**src/rtl/uart_tx_fifo.sv**
```systemverilog
// uart_tx_fifo: FIFO-buffered UART transmitter with an internal fractional baud accumulator.
// Define UART_TX_PARITY_EN to compile in the parity bit (selected by PARITY).
module uart_tx_fifo #(
    parameter int CLK_FREQ   = 25000000,
    parameter int BAUD       = 115200,
    parameter int DATA_BITS  = 8,
    parameter int STOP_BITS  = 1,
    parameter int FIFO_DEPTH = 16,
    parameter int PARITY     = 0
) (
    input  logic                        clk,
    input  logic                        rst,
    input  logic                        tx_valid,
    input  logic [DATA_BITS-1:0]        tx_data,
    output logic                        tx_ready,
    output logic                        txd,
    output logic                        busy,
    output logic [$clog2(FIFO_DEPTH):0] fifo_level
);
    localparam int ACC_W = 16;
    localparam int PTR_W = $clog2(FIFO_DEPTH);
    localparam int LVL_W = PTR_W + 1;
    localparam int CNT_W = $clog2(DATA_BITS + 1);
    // Rounded BAUD * 2^ACC_W / CLK_FREQ, widened so the product cannot overflow.
    localparam logic [63:0]      INC_WIDE = ((64'(BAUD) << ACC_W) + 64'(CLK_FREQ / 2)) / 64'(CLK_FREQ);
    localparam logic [ACC_W-1:0] INC      = INC_WIDE[ACC_W-1:0];

    if ((DATA_BITS < 5) || (DATA_BITS > 8)) begin : g_bad_data_bits
        $error("uart_tx_fifo: DATA_BITS must be 5..8");
    end
    if ((STOP_BITS < 1) || (STOP_BITS > 2)) begin : g_bad_stop_bits
        $error("uart_tx_fifo: STOP_BITS must be 1 or 2");
    end
    if ((FIFO_DEPTH < 2) || ((FIFO_DEPTH & (FIFO_DEPTH - 1)) != 0)) begin : g_bad_depth
        $error("uart_tx_fifo: FIFO_DEPTH must be a power of two >= 2");
    end
    if ((PARITY < 0) || (PARITY > 2)) begin : g_bad_parity
        $error("uart_tx_fifo: PARITY must be 0, 1 or 2");
    end

    typedef enum logic [2:0] {
        ST_IDLE  = 3'd0,
        ST_START = 3'd1,
        ST_DATA  = 3'd2,
`ifdef UART_TX_PARITY_EN
        ST_PAR   = 3'd3,
`endif
        ST_STOP  = 3'd4
    } state_t;

`ifdef UART_TX_PARITY_EN
    localparam bit PAR_ON  = (PARITY != 0);
    localparam bit PAR_ODD = (PARITY == 1);

    function automatic logic parity_bit(input logic [DATA_BITS-1:0] d, input logic odd);
        parity_bit = (^d) ^ odd;
    endfunction

    logic par_r;
`endif

    logic [DATA_BITS-1:0] mem [FIFO_DEPTH];
    logic [PTR_W-1:0]     wr_ptr_r;
    logic [PTR_W-1:0]     rd_ptr_r;
    logic [LVL_W-1:0]     level_r;
    logic [LVL_W-1:0]     level_s;
    logic                 tx_ready_r;
    logic                 busy_r;
    logic                 txd_r;
    logic                 txd_s;
    state_t               state_r;
    state_t               state_s;
    logic [ACC_W-1:0]     acc_r;
    logic [ACC_W-1:0]     acc_s;
    logic [ACC_W:0]       acc_sum_s;
    logic                 tick_s;
    logic [CNT_W-1:0]     bit_cnt_r;
    logic [CNT_W-1:0]     bit_cnt_s;
    logic [DATA_BITS-1:0] shift_r;
    logic [DATA_BITS-1:0] shift_s;
    logic [DATA_BITS-1:0] head_s;
    logic                 empty_s;
    logic                 push_s;
    logic                 pop_s;

    assign head_s  = mem[rd_ptr_r];
    assign empty_s = (level_r == '0);
    // tx_ready_r mirrors !full of the registered level, so a same-cycle pop never admits a write.
    assign push_s  = tx_valid & tx_ready_r;

    // Next-state, baud tick, shift register and line value.
    always_comb begin
        state_s   = state_r;
        bit_cnt_s = bit_cnt_r;
        shift_s   = shift_r;
        pop_s     = 1'b0;
        txd_s     = 1'b1;
        acc_sum_s = {1'b0, acc_r} + {1'b0, INC};
        if (state_r == ST_IDLE) begin
            tick_s = 1'b0;
            acc_s  = '0;
        end else begin
            tick_s = acc_sum_s[ACC_W];
            acc_s  = acc_sum_s[ACC_W-1:0];
        end
        case (state_r)
            ST_IDLE: begin
                if (!empty_s) begin
                    pop_s   = 1'b1;
                    shift_s = head_s;
                    state_s = ST_START;
                end else begin
                    state_s = ST_IDLE;
                end
            end
            ST_START: begin
                if (tick_s) begin
                    state_s = ST_DATA;
                end else begin
                    state_s = ST_START;
                end
            end
            ST_DATA: begin
                if (tick_s) begin
                    shift_s = {1'b0, shift_r[DATA_BITS-1:1]};
                    if (bit_cnt_r == CNT_W'(DATA_BITS - 1)) begin
                        bit_cnt_s = '0;
`ifdef UART_TX_PARITY_EN
                        state_s   = PAR_ON ? ST_PAR : ST_STOP;
`else
                        state_s   = ST_STOP;
`endif
                    end else begin
                        bit_cnt_s = bit_cnt_r + CNT_W'(1);
                    end
                end else begin
                    state_s = ST_DATA;
                end
            end
`ifdef UART_TX_PARITY_EN
            ST_PAR: begin
                if (tick_s) begin
                    state_s = ST_STOP;
                end else begin
                    state_s = ST_PAR;
                end
            end
`endif
            ST_STOP: begin
                if (tick_s) begin
                    if (bit_cnt_r == CNT_W'(STOP_BITS - 1)) begin
                        bit_cnt_s = '0;
                        // Chain straight into the next start bit to keep frames contiguous.
                        if (!empty_s) begin
                            pop_s   = 1'b1;
                            shift_s = head_s;
                            state_s = ST_START;
                        end else begin
                            state_s = ST_IDLE;
                        end
                    end else begin
                        bit_cnt_s = bit_cnt_r + CNT_W'(1);
                    end
                end else begin
                    state_s = ST_STOP;
                end
            end
            default: begin
                state_s   = ST_IDLE;
                bit_cnt_s = '0;
            end
        endcase
        case (state_s)
            ST_START: txd_s = 1'b0;
            ST_DATA:  txd_s = shift_s[0];
`ifdef UART_TX_PARITY_EN
            ST_PAR:   txd_s = par_r;
`endif
            default:  txd_s = 1'b1;
        endcase
    end

    // FIFO occupancy after this cycle's push and pop.
    always_comb begin
        level_s = level_r;
        if (push_s && !pop_s) begin
            level_s = level_r + LVL_W'(1);
        end else if (pop_s && !push_s) begin
            level_s = level_r - LVL_W'(1);
        end else begin
            level_s = level_r;
        end
    end

    // FIFO storage; contents need no reset because the level gates every read.
    always_ff @(posedge clk) begin
        if (push_s) begin
            mem[wr_ptr_r] <= tx_data;
        end
    end

    // Control state, pointers and registered outputs.
    always_ff @(posedge clk or posedge rst) begin
        if (rst) begin
            state_r    <= ST_IDLE;
            acc_r      <= '0;
            bit_cnt_r  <= '0;
            shift_r    <= '0;
            wr_ptr_r   <= '0;
            rd_ptr_r   <= '0;
            level_r    <= '0;
            tx_ready_r <= 1'b1;
            busy_r     <= 1'b0;
            txd_r      <= 1'b1;
`ifdef UART_TX_PARITY_EN
            par_r      <= 1'b0;
`endif
        end else begin
            state_r    <= state_s;
            acc_r      <= acc_s;
            bit_cnt_r  <= bit_cnt_s;
            shift_r    <= shift_s;
            level_r    <= level_s;
            tx_ready_r <= (level_s != LVL_W'(FIFO_DEPTH));
            busy_r     <= (state_s != ST_IDLE) || (level_s != '0);
            txd_r      <= txd_s;
            if (push_s) begin
                wr_ptr_r <= wr_ptr_r + PTR_W'(1);
            end
            if (pop_s) begin
                rd_ptr_r <= rd_ptr_r + PTR_W'(1);
`ifdef UART_TX_PARITY_EN
                par_r    <= parity_bit(head_s, PAR_ODD);
`endif
            end
        end
    end

    assign tx_ready   = tx_ready_r;
    assign txd        = txd_r;
    assign busy       = busy_r;
    assign fifo_level = level_r;

endmodule

```
**config.mk**
```make
export PLATFORM = sky130hd
export DESIGN_NAME = uart_tx_fifo
export DESIGN_NICKNAME = d
export VERILOG_FILES = /design/src/rtl/uart_tx_fifo.sv
export SDC_FILE = /design/constraint.sdc
export NUM_CORES = 1
export LEC_CHECK = 0
export BUFFER_PORTS_ARGS = -buffer_cell sky130_fd_sc_hd__buf_2
export CORE_MARGIN = 2
export CORE_UTILIZATION = 50
export CTS_CLUSTER_SIZE = 20
export DETAILED_ROUTE_END_ITERATION = 10
export GPL_TIMING_DRIVEN = 0
export PLACE_DENSITY = 0.71
export SLEW_MARGIN = 30
export SYNTH_ARGS = -nofsm -noshare
export SYNTH_HDL_FRONTEND = slang
export SYNTH_SLANG_ARGS = --single-unit
```
**constraint.sdc**
```tcl
create_clock -name clk -period 2.5 [get_ports clk]
set_clock_uncertainty 0.2 [all_clocks]
set_input_delay 0.125 -clock clk [delete_from_list [all_inputs] [get_ports clk]]
set_output_delay 0.125 -clock clk [all_outputs]
set_load 0.005 [all_outputs]
```
==> impl_metrics.toml <==
[outcome]
status = "complete, but fails checks"
violations = "setup timing"

[floorplanning]
row_count = 44
die_w_microns = 125
io_pins = 19
die_h_microns = 125
start_util_pct = 50.7
dieArea_sq_mm = 0.0156
design.core.area_sq_mm = 0.0144

[layout]
fin_util_pct = 59.0
fillCellCount = 1071
layout.nets = 545
antenna_cells = 0
fin_cells = 720
syn_to_final_growth_pct = 16.3
drive_above_1_share_pct = 21.5

[pwr]
combPwrFrac_pct = 31.1
p_per_area_mw_per_mm2 = 1080
p_leak_uw = 0.00311
p_seq_share_pct = 43.3
power.switching_uw = 2950
p_int_uw = 6280
vdd.ir_drop.worst_mv = 0.566
power.share.clock_pct = 25.6
swShare_pct = 32.0

[grt]
grtUsageTotal_pct = 19.7
grt_pass1_wl_mm = 23.2
grt_remaining_overflow = 0
grt_pass1_vias = 4226
grt_max_degree = 31
antenna_found_initial = 0

[worst_setup_path]
critPathSlowestCell = "mux4_2"
cp_top_family = "compound AO/OA/AOI/OAI gates"
r2r_end = "shift_r[3]"
r2r_cells = 6
cp.depth = 6
setup.worst_path.start = "rd_ptr_r[0]"
crit_path_end = "shift_r[3]"
slowest_delay_ns = 0.51
startpoint_type = "register"
timing.rr.start = "rd_ptr_r[0]"
path_max_fanout = 8
cp-end-kind = "register"
worstPathRequired_ns = 2.61
path_cells = "buf_12, mux4_2, a21o_1, a222oi_1, nor2_1, a221o_1"
path_class = "register to register"
arrival_ns = 2.61
regToRegSetupSlack_ns = -0.0006
cp_num_buf_inv = 1

[clocking]
clock-sinks = 174
path_clk_slew_ns = 0.06
clockRootBuffer = "clkbuf_16"
insertion_delay_ns = 0.42
h-tree-depth = 4
numCtsBuffers = 17
cts_tree = "yes"
clk_path_buf_depth = 2

[placed_design]
pre_cts_slack_ns = -0.707
gp_congestion = 0.880
dp.cells = 669
place.detailed.hpwl_mm = 9.66
io_buffers = 18

[logic_synthesis]
ys_warn_count = 0
synth_area_leaders = "edfxtp_1, dfrtp_1, mux4_2"
synth_flop_cell = "edfxtp_1"
yosysMostFrequentCell = "edfxtp_1"
synthesis.instances = 466
synth_cell_types = 49
ys_ff_latch = 174
synth_top_cell_by_area = "edfxtp_1"
synth_edf_count = 128
async_flop_share_pct = 26.4
netlist_area_sq_mm = 0.00732
syn_area_per_cell_sq_um = 15.7
ys_top_cells_by_count = "edfxtp_1, dfrtp_1, nor2_1"
syn_nets = 488
yosysSeqAreaShare_pct = 68.3
synth_top_area_share_pct = 52.5

[timing]
fin_crit_sh_pct = 100
setup_violations = 1
final_max_slew_viol_count = 0
max_freq_mhz = 400
period_minus_slack_ns = 2.50
rsz0062_at_grt = "true"
hold_viol_final = 0
hold_ws_ns = 0.0186
worst_slack_ns = -0.000614
worst_slew_pin_slew_ns = 0.571
relSlewSlack_pct = 61.7

[drt]
drtIter0Drc = 366
ant_nets = 0
routedWlPerCell_microns = 20.5
drc = 0
vias = 4185
dr.pass1.iters = 5
viasPerCell = 5.81
wl_mm = 14.7

[run]
maxCapViolCount = 0

[worst_hold_path]
worstHoldPathType = "input pin to asynchronous set/reset pin"
==> registers in the layout, summed over array words and instances (netlist names) <==
register,count
wr_ptr_r,4
bit_cnt_r,4
txd,1
rd_ptr_r,4
shift_r,8
fifo_level,5
mem,128
busy,1
tx_ready,1
acc_r,15
state_r,3
==> placed cells by master (no fill, tap or decap), types with 3 or more instances in the layout <==
| cell | n |
|---|---|
| edfxtp_1 | 128 |
| dfrtp_1 | 41 |
| nor2_1 | 32 |
| nand2_1 | 28 |
| mux4_2 | 26 |
| buf_2 | 19 |
| mux2i_1 | 17 |
| clkbuf_16 | 17 |
| o21ai_0 | 13 |
| xnor2_1 | 13 |
| and2_1 | 13 |
| a21oi_1 | 12 |
| buf_4 | 12 |
| ha_1 | 11 |
| clkbuf_1 | 10 |
| dlygate4sd3_1 | 9 |
| inv_1 | 8 |
| a21o_1 | 8 |
| a221oi_1 | 7 |
| a222oi_1 | 7 |
| xor2_1 | 7 |
| and3_1 | 7 |
| nor2b_1 | 6 |
| a221o_1 | 6 |
| nand3_1 | 5 |
| inv_6 | 5 |
| buf_12 | 4 |
| nand4_1 | 3 |
| a31oi_1 | 3 |
| nand2b_1 | 3 |
| clkinvlp_4 | 3 |
| or3_1 | 3 |
| nor3_1 | 3 |
| dfrtp_2 | 3 |
==> logic make-up (layout without fill, tap and decap cells) <==
| group | after synthesis | in the layout | synth area share (%) |
|---|---|---|---|
| compound gates | 67 | 67 | 6.72 |
| flops | 174 | 174 | 68.3 |
| simple gates | 124 | 124 | 8.94 |
| xor+xnor | 20 | 20 | 2.39 |
| buf+inv | 27 | 97 | 1.47 |
| mux | 43 | 43 | 10.3 |
| fa+ha+maj | 11 | 11 | 1.88 |
==> worst min-delay path by stage <==
stage	depth (start not counted)	from	slack, ns	to
2_1_floorplan	0	tx_data[0]	0.02	mem[0][0]
5_1_grt	3	rst	0.04	wr_ptr_r[3]
3_3_place_gp	1	acc_r[1]	0.26	acc_r[1]
6_report	3	rst	0.02	wr_ptr_r[3]
4_1_cts	3	rst	0.02	wr_ptr_r[3]
3_5_place_dp	2	rst	-0.08	acc_r[6]
==> area by class of cell <==
cell class	instances	area (sq um)	area share, %
plain buffers	14	123	1.44
clock inverters	11	85.1	1.00
inverters	10	41.3	0.485
flip-flops and latches	174	5000	58.8
multi-input cells	265	2280	26.7
repair buffers	41	314	3.69
clock buffers	21	440	5.17
well taps	184	230	2.71
==> power by group through the flow <==
| stage | Clock [uW] | Sequential (uW) | Combinational [uW] |
|---|---|---|---|
| after floorplan | 0 | 3890 | 1860 |
| after global placement | 0 | 3940 | 2490 |
| after detailed placement | 0 | 3980 | 2570 |
| after CTS | 2400 | 3960 | 2640 |
| after global routing | 2500 | 4070 | 3110 |
| final | 2360 | 4000 | 2870 |
==> metrics by stage <==
step                      cell area (sq um)  setup TNS [ns]  power, uW
after detailed placement               7660           -4.78       6550
after floorplan                        7320               0       5750
after CTS                              8340               0       9000
final                                  8510       -0.000614       9230
after global placement                 7640           -4.12       6430
after global routing                   8510          -0.307       9680
==> repair_timing <==
action	CTS	global route
setup buffers	1	12
setup endpoints to repair	11	8
pin swaps	3	4
endpoints found under the hold margin	173	0
hold buffers	9	0
gates resized for setup	20	20
==> tightest hold or removal path, stage by stage <==
cell           delay (ns)
dlygate4sd3_1        0.53
buf_2                0.12
inv_2                0.28
==> metal layers <==
layer	global-route usage, %	share of wire, %	vias to the layer above
met3	3.64	4.7	24
met2	33.5	52	116
met1	25.4	41	2128
met5	0	0	-
li1	-	-	1917
met4	7.45	2.1	0
Power figures use the tool's default switching activity.
